**src/rtl/ibex_mult_pext_seq.sv**
```systemverilog
// ibex_mult_pext_seq: iterative packed-SIMD multiply/accumulate engine.
// One (MUL_W+1)x(MUL_W+1) signed multiplier is reused across cycles.
// Lane mode: per-lane dot product with optional cross, subtract and saturate.
// Full mode: XLEN x XLEN product with high/low word select.
// An optional rd accumulate step runs before the result is presented.
module ibex_mult_pext_seq #(
  parameter int XLEN  = 32,
  parameter int MUL_W = 16
) (
  input  logic            clk_i,
  input  logic            rst_i,
  input  logic            valid_i,
  output logic            ready_o,
  input  logic            full_mode_i,
  input  logic            signed_a_i,
  input  logic            signed_b_i,
  input  logic            crossed_i,
  input  logic            sub_i,
  input  logic            sat_i,
  input  logic            hi_i,
  input  logic            accum_i,
  input  logic            acc_sub_i,
  input  logic [XLEN-1:0] op_a_i,
  input  logic [XLEN-1:0] op_b_i,
  input  logic [XLEN-1:0] rd_i,
  input  logic            flush_i,
  output logic            valid_o,
  input  logic            ready_i,
  output logic [XLEN-1:0] result_o,
  output logic            sat_o
);

  localparam int NL = XLEN / MUL_W;
  localparam int LW = (NL > 1) ? $clog2(NL) : 1;
  localparam int AW = 2 * XLEN + 2;
  localparam int PW = 2 * MUL_W + 2;

  if (!((NL == 1 || NL == 2 || NL == 4) && (NL * MUL_W == XLEN))) begin : g_bad_cfg
    $error("ibex_mult_pext_seq: XLEN/MUL_W must be exactly 1, 2 or 4");
  end

  typedef enum logic [1:0] {IDLE = 2'd0, MUL = 2'd1, ACC = 2'd2, DONE = 2'd3} state_e;

  state_e            state_q, state_d;
  logic [LW-1:0]     i_q, i_d, j_q, j_d;
  logic [AW-1:0]     acc_q, acc_d;
  logic              full_q, full_d, sa_q, sa_d, sb_q, sb_d, cross_q, cross_d;
  logic              sub_q, sub_d, satm_q, satm_d, hi_q, hi_d;
  logic              accum_q, accum_d, asub_q, asub_d;
  logic [XLEN-1:0]   a_q, a_d, b_q, b_d, rd_q, rd_d;
  logic [XLEN-1:0]   result_q, result_d;
  logic              sat_q, sat_d, valid_q, valid_d, ready_q, ready_d;

  logic [MUL_W-1:0]  a_lane_s [NL];
  logic [MUL_W-1:0]  b_lane_s [NL];
  logic [LW-1:0]     bi_s;
  logic [MUL_W-1:0]  a_sel_s, b_sel_s;
  logic              a_ext_s, b_ext_s, last_s;
  logic signed [PW-1:0] prod_s;
  logic [AW-1:0]     prod_ext_s, term_s, rd_ext_s, acc_upd_s;
  logic [XLEN-1:0]   word_s, new_word_s;
  logic [31:0]       shamt_s;

  for (genvar k = 0; k < NL; k++) begin : g_lane
    assign a_lane_s[k] = a_q[k*MUL_W +: MUL_W];
    assign b_lane_s[k] = b_q[k*MUL_W +: MUL_W];
  end

  // Turn the wide sum into the visible result word and saturation flag.
  function automatic logic [XLEN:0] finalize(input logic [AW-1:0] acc, input logic full,
                                             input logic hi, input logic sat_en);
    logic [AW-XLEN:0] top;
    logic             ovf;
    top = acc[AW-1:XLEN-1];
    ovf = ~((&top) | ~(|top));
    if (full) begin
      return hi ? {1'b0, acc[2*XLEN-1:XLEN]} : {1'b0, acc[XLEN-1:0]};
    end else if (sat_en && ovf) begin
      return acc[AW-1] ? {1'b1, 1'b1, {(XLEN-1){1'b0}}} : {1'b1, 1'b0, {(XLEN-1){1'b1}}};
    end else begin
      return {1'b0, acc[XLEN-1:0]};
    end
  endfunction

  // Select this cycle's chunk pair and form the shifted/negated partial product.
  always_comb begin
    if (full_q) begin
      bi_s = j_q;
    end else if (cross_q && (NL > 1)) begin
      bi_s = i_q ^ LW'(1);
    end else begin
      bi_s = i_q;
    end
    a_sel_s    = a_lane_s[i_q];
    b_sel_s    = b_lane_s[bi_s];
    // In full mode only the top chunk carries the operand sign.
    a_ext_s    = sa_q & a_sel_s[MUL_W-1] & (!full_q | (i_q == LW'(NL - 1)));
    b_ext_s    = sb_q & b_sel_s[MUL_W-1] & (!full_q | (bi_s == LW'(NL - 1)));
    prod_s     = $signed({a_ext_s, a_sel_s}) * $signed({b_ext_s, b_sel_s});
    prod_ext_s = {{(AW-PW){prod_s[PW-1]}}, prod_s};
    shamt_s    = (32'(i_q) + 32'(j_q)) * MUL_W;
    if (full_q) begin
      term_s = prod_ext_s << shamt_s;
      last_s = (i_q == LW'(NL - 1)) && (j_q == LW'(NL - 1));
    end else begin
      term_s = (sub_q && !i_q[0]) ? -prod_ext_s : prod_ext_s;
      last_s = (i_q == LW'(NL - 1));
    end
  end

  // Accumulate step: lane mode works on the wide sum, full mode wraps the selected word.
  always_comb begin
    rd_ext_s   = {{(AW-XLEN){rd_q[XLEN-1]}}, rd_q};
    word_s     = hi_q ? acc_q[2*XLEN-1:XLEN] : acc_q[XLEN-1:0];
    new_word_s = asub_q ? (rd_q - word_s) : (word_s + rd_q);
    acc_upd_s  = acc_q;
    if (!full_q) begin
      acc_upd_s = asub_q ? (rd_ext_s - acc_q) : (acc_q + rd_ext_s);
    end else if (hi_q) begin
      acc_upd_s[2*XLEN-1:XLEN] = new_word_s;
    end else begin
      acc_upd_s[XLEN-1:0] = new_word_s;
    end
  end

  // Next-state logic, operand capture, accumulator update and output registers.
  always_comb begin
    state_d = state_q;
    i_d     = i_q;
    j_d     = j_q;
    acc_d   = acc_q;
    full_d  = full_q;
    sa_d    = sa_q;
    sb_d    = sb_q;
    cross_d = cross_q;
    sub_d   = sub_q;
    satm_d  = satm_q;
    hi_d    = hi_q;
    accum_d = accum_q;
    asub_d  = asub_q;
    a_d     = a_q;
    b_d     = b_q;
    rd_d    = rd_q;
    case (state_q)
      IDLE: begin
        if (valid_i && !flush_i) begin
          full_d  = full_mode_i;
          sa_d    = signed_a_i;
          sb_d    = signed_b_i;
          cross_d = crossed_i;
          sub_d   = sub_i;
          satm_d  = sat_i;
          hi_d    = hi_i;
          accum_d = accum_i;
          asub_d  = acc_sub_i;
          a_d     = op_a_i;
          b_d     = op_b_i;
          rd_d    = rd_i;
          acc_d   = '0;
          i_d     = '0;
          j_d     = '0;
          state_d = MUL;
        end else begin
          state_d = IDLE;
        end
      end
      MUL: begin
        if (flush_i) begin
          state_d = IDLE;
        end else begin
          acc_d = acc_q + term_s;
          if (last_s) begin
            i_d     = '0;
            j_d     = '0;
            state_d = accum_q ? ACC : DONE;
          end else if (full_q && (j_q != LW'(NL - 1))) begin
            j_d = j_q + LW'(1);
          end else begin
            j_d = '0;
            i_d = i_q + LW'(1);
          end
        end
      end
      ACC: begin
        if (flush_i) begin
          state_d = IDLE;
        end else begin
          acc_d   = acc_upd_s;
          state_d = DONE;
        end
      end
      DONE: begin
        if (flush_i || ready_i) begin
          state_d = IDLE;
        end else begin
          state_d = DONE;
        end
      end
      default: begin
        state_d = IDLE;
      end
    endcase
    if ((state_d == DONE) && (state_q != DONE)) begin
      {sat_d, result_d} = finalize(acc_d, full_q, hi_q, satm_q);
    end else begin
      sat_d    = sat_q;
      result_d = result_q;
    end
    valid_d = (state_d == DONE);
    ready_d = (state_d == IDLE);
  end

  // State, datapath and registered outputs; synchronous reset wins over everything.
  always_ff @(posedge clk_i) begin
    if (rst_i) begin
      state_q  <= IDLE;
      i_q      <= '0;
      j_q      <= '0;
      acc_q    <= '0;
      full_q   <= 1'b0;
      sa_q     <= 1'b0;
      sb_q     <= 1'b0;
      cross_q  <= 1'b0;
      sub_q    <= 1'b0;
      satm_q   <= 1'b0;
      hi_q     <= 1'b0;
      accum_q  <= 1'b0;
      asub_q   <= 1'b0;
      a_q      <= '0;
      b_q      <= '0;
      rd_q     <= '0;
      result_q <= '0;
      sat_q    <= 1'b0;
      valid_q  <= 1'b0;
      ready_q  <= 1'b1;
    end else begin
      state_q  <= state_d;
      i_q      <= i_d;
      j_q      <= j_d;
      acc_q    <= acc_d;
      full_q   <= full_d;
      sa_q     <= sa_d;
      sb_q     <= sb_d;
      cross_q  <= cross_d;
      sub_q    <= sub_d;
      satm_q   <= satm_d;
      hi_q     <= hi_d;
      accum_q  <= accum_d;
      asub_q   <= asub_d;
      a_q      <= a_d;
      b_q      <= b_d;
      rd_q     <= rd_d;
      result_q <= result_d;
      sat_q    <= sat_d;
      valid_q  <= valid_d;
      ready_q  <= ready_d;
    end
  end

  assign ready_o  = ready_q;
  assign valid_o  = valid_q;
  assign result_o = result_q;
  assign sat_o    = sat_q;

endmodule

```
**config.mk**
```make
export PLATFORM = sky130hd
export DESIGN_NAME = ibex_mult_pext_seq
export DESIGN_NICKNAME = d
export VERILOG_FILES = /design/src/rtl/ibex_mult_pext_seq.sv
export SDC_FILE = /design/constraint.sdc
export NUM_CORES = 2
export LEC_CHECK = 0
export CAP_MARGIN = 40
export CORE_MARGIN = 4
export CORE_UTILIZATION = 25
export DETAILED_ROUTE_END_ITERATION = 12
export PLACE_DENSITY = 0.5
export REMOVE_ABC_BUFFERS = 1
export SLEW_MARGIN = 15
export SYNTH_ARGS = -nofsm -noshare
export SYNTH_HDL_FRONTEND = slang
export SYNTH_SLANG_ARGS = --single-unit
```
**constraint.sdc**
```tcl
create_clock -name clk_i -period 16.9 [get_ports clk_i]
set_clock_uncertainty 0.05 [all_clocks]
set_input_delay 3.38 -clock clk_i [delete_from_list [all_inputs] [get_ports clk_i]]
set_output_delay 3.38 -clock clk_i [all_outputs]
set_load 0.1 [all_outputs]
```
==> run_results.csv <==
group,metric,value,unit
setup_path,r2r_cells,47,
synthesis,synth_top_area_share,16.0,%
route,vias,39200,
global_route,grt_overflow,0,
clocking,cts_buffer_depth,3,
clocking,cts_made_buffers,29,
pwr,p_switching,1.49,mW
sta,setup_viol,0,
sta,fmax,63.6,MHz
synthesis,synthFlopType,"dfxtp_1",
clocking,insertion_delay,0.65,ns
floorplan,coreArea,148000,sq um
run,max-cap-violations,0,
synthesis,ys_seq_area_share,11.3,%
clocking,htree_levels,1,
finish,area_growth,14.2,%
global_route,antenna_found_initial,3,
synthesis,synth-edff-count,0,
place,globalplace.congestion,1.02,
clocking,cts_tree,"done",
route,drt-vias-per-instance,5.52,
global_route,grt_pass1_vias,38200,
floorplan,io_pins,145,
route,wl_per_cell,25.4,um
floorplan,die_x,394,um
sta,rsz0062_at_grt,"false",
synthesis,avgSynthCellArea,7.30,sq um
setup_path,cp-endpoint,"result_o[16]",
floorplan,fp.dieArea,155000,sq um
synthesis,netlist_area,37300,sq um
outcome,status,"finished, final reports clean",
setup_path,startpoint_type,"flop",
global_route,use_met1,28.6,%
setup_path,critical_path_depth,47,
global_route,top_usage_layer,"met2",
synthesis,postSynthCellCount,5110,
finish,layout_commonest_cell,"nand2_1",
global_route,grt_util_met2,36.7,%
pwr,p_int,1.48,mW
synthesis,synth_warnings,0,
setup_path,critical-path-top-delay-family,"simple AND/OR/NAND/NOR gates",
clocking,cts_setup_buffers,0,
pwr,p_sw_share,50.2,%
sta,slew_headroom,35.1,%
floorplan,die_height,394,um
setup_path,arrival,16.13,ns
route,postRouteAntennaNets,0,
synthesis,synth-seq-cells,210,
pwr,power,2.97,mW
pwr,clockPowerShare,24.0,%
route,first_iter_violations,4078,
setup_path,endpoint_kind,"flop",
sta,hold_viol,0,
pwr,power_frac_seq,18.1,%
route,drtPass1Iterations,6,
setup_path,path_max_fanout,66,
setup_path,cp-startpoint,"full_q",
global_route,use_met3,3.59,%
sta,layout_min_cycle_time,15.71,ns
finish,layout_common_cells,"nand2_1 (747), a21oi_1 (515), nor2_1 (505), inv_1 (408), fa_1 (299)",
pwr,pwr-share-comb,57.9,%
setup_path,r2r-end,"result_o[16]",
clocking,cts_sinks,210,
pwr,peakVddDrop,0.0869,mV
pwr,power.density,69.7,nW/um^2
finish,fill_cells,16200,
route,finalWirelength,180000,um
place,post-dp-hpwl,147000,um
clocking,cts.clk_slew.worst_paths,0.07,ns
synthesis,synth_area_leaders,"fa_1 (16%), dfxtp_1 (11%), ha_1 (8.6%)",
global_route,grt_pass1_wl,263000,um
synthesis,ys_async_sr_fraction,0,%
setup_path,path_buf_inv,6,
sta,drv_slew,0,
route,drcViolationCount,0,
sta,final.period_utilization,93.0,%
min_path,hold_class,"flop to flop",
setup_path,crit_path_top_delay_cell,"a221oi_1",
setup_path,slowest_delay,0.85,ns
global_route,grtUsageTotal,22.3,%
finish,layout-drive-gt1-share,6.57,%
sta,worst_hold_slack,0.407,ns
setup_path,r2r_slack,1.19,ns
synthesis,yosys.area.top_type,"fa_1",
pwr,power.leakage,17.7,nW
sta,fin_setup_tns,0,ns
floorplan,rows,141,
finish,nets,5803,
place,port_buffers,144,
setup_path,critical_path_class,"flop to flop",
clocking,hold_buffers,0,
setup_path,cp_data_required_time,17.32,ns
synthesis,synth.distinct_cells,110,
setup_path,crit_top_cell,"fa_1",
setup_path,rr_startpoint,"full_q",
floorplan,start_util,25.2,%
sta,tightestPinTransition,0.950,ns
clocking,cts_resized,0,
clocking,root_buffer,"clkbuf_16",
global_route,grt_max_degree,78,
## how the worst min path moves through the flow
stage / cells past startpoint / from / slack [ns] / to
2_1_floorplan: 2 / b_q[10] / 0.38 / b_q[10]
3_3_place_gp: 2 / b_q[8] / 0.39 / b_q[8]
3_5_place_dp: 2 / b_q[9] / 0.40 / b_q[9]
4_1_cts: 2 / b_q[9] / 0.41 / b_q[9]
5_1_grt: 2 / b_q[9] / 0.42 / b_q[9]
6_report: 2 / b_q[26] / 0.41 / b_q[26]
## cell families (layout without fill, tap and decap cells)
kind of cell / after synthesis / after routing / synth area share (%)
other cells: 0 / 2 / 0
compound gates: 1416 / 1416 / 24.6
buf+inv: 709 / 760 / 7.25
mux: 145 / 145 / 4.05
xor+xnor: 256 / 256 / 6.05
fa+ha+maj: 555 / 555 / 24.6
flops: 210 / 210 / 11.3
simple gates: 1819 / 1819 / 22.1
## state kept, by name, indices dropped and copies added, names as in the netlist, 2 cells and up
register,count
rd_q,32
b_q,32
state_q,2
result_o,32
acc_q,66
a_q,32
## routing by layer
| metal | routed length, um | share of wire [%] |
|---|---|---|
| met1 | 75000 | 42 |
| met2 | 82200 | 46 |
| met3 | 12600 | 7.0 |
| met4 | 10800 | 6.0 |
| met5 | 0 | 0 |
## area by class of cell
type / instances / area (sq um) / share of cell area [%]
repair buffers: 296 / 2920 / 6.85
clock inverters: 18 / 260 / 0.611
well taps: 1930 / 2410 / 5.67
diodes: 2 / 5.00 / 0.0117
clock buffers: 36 / 813 / 1.91
multi-input cells: 4191 / 30400 / 71.4
flip-flops and latches: 210 / 4220 / 9.90
inverters: 410 / 1540 / 3.61
## synthesized netlist by cell type (49+ instances only)
cell and number:
a21o_1 80, a21oi_1 515, and2_1 49, clkbuf_1 251
dfxtp_1 210, fa_1 299, ha_1 256, inv_1 409
mux2i_1 108, nand2_1 749, nand3_1 57, nand4_1 77
nor2_1 507, nor3_1 102, o211ai_1 55, o21a_1 53
o21ai_0 239, xnor2_1 160, xor2_1 94
## power by group through the flow
stage	registers, mW	clock network (mW)	logic, mW
global placement	0.546	0	1.67
floorplan	0.545	0	1.05
global route	0.538	0.746	1.83
finish	0.536	0.713	1.72
detailed placement	0.546	0	1.66
CTS	0.535	0.731	1.67
## worst reg2reg max path, delay by kind of cell, from the launching register on
family	cells	cell delay, ns
flip-flops	1	0.80
buffers and inverters	6	1.01
AO/OA/AOI/OAI	10	3.20
AND/OR/NAND/NOR	21	6.10
XOR/XNOR	1	0.18
multiplexers	1	0.39
adder cells (fa/ha/maj)	8	3.81
## per-stage QoR
step                      worst slack, ns  area, sq um  utilization, %  std cells
after floorplan                      1.11        36100               -       4811
after global placement               1.58        40800            27.5       6978
after detailed placement             1.54        41500            28.0       7034
after CTS                            1.46        42600            28.8       7088
after global routing                0.453        42600            28.8       7091
final                                1.19        42600            28.8       7093
Power figures use the tool's default switching activity.
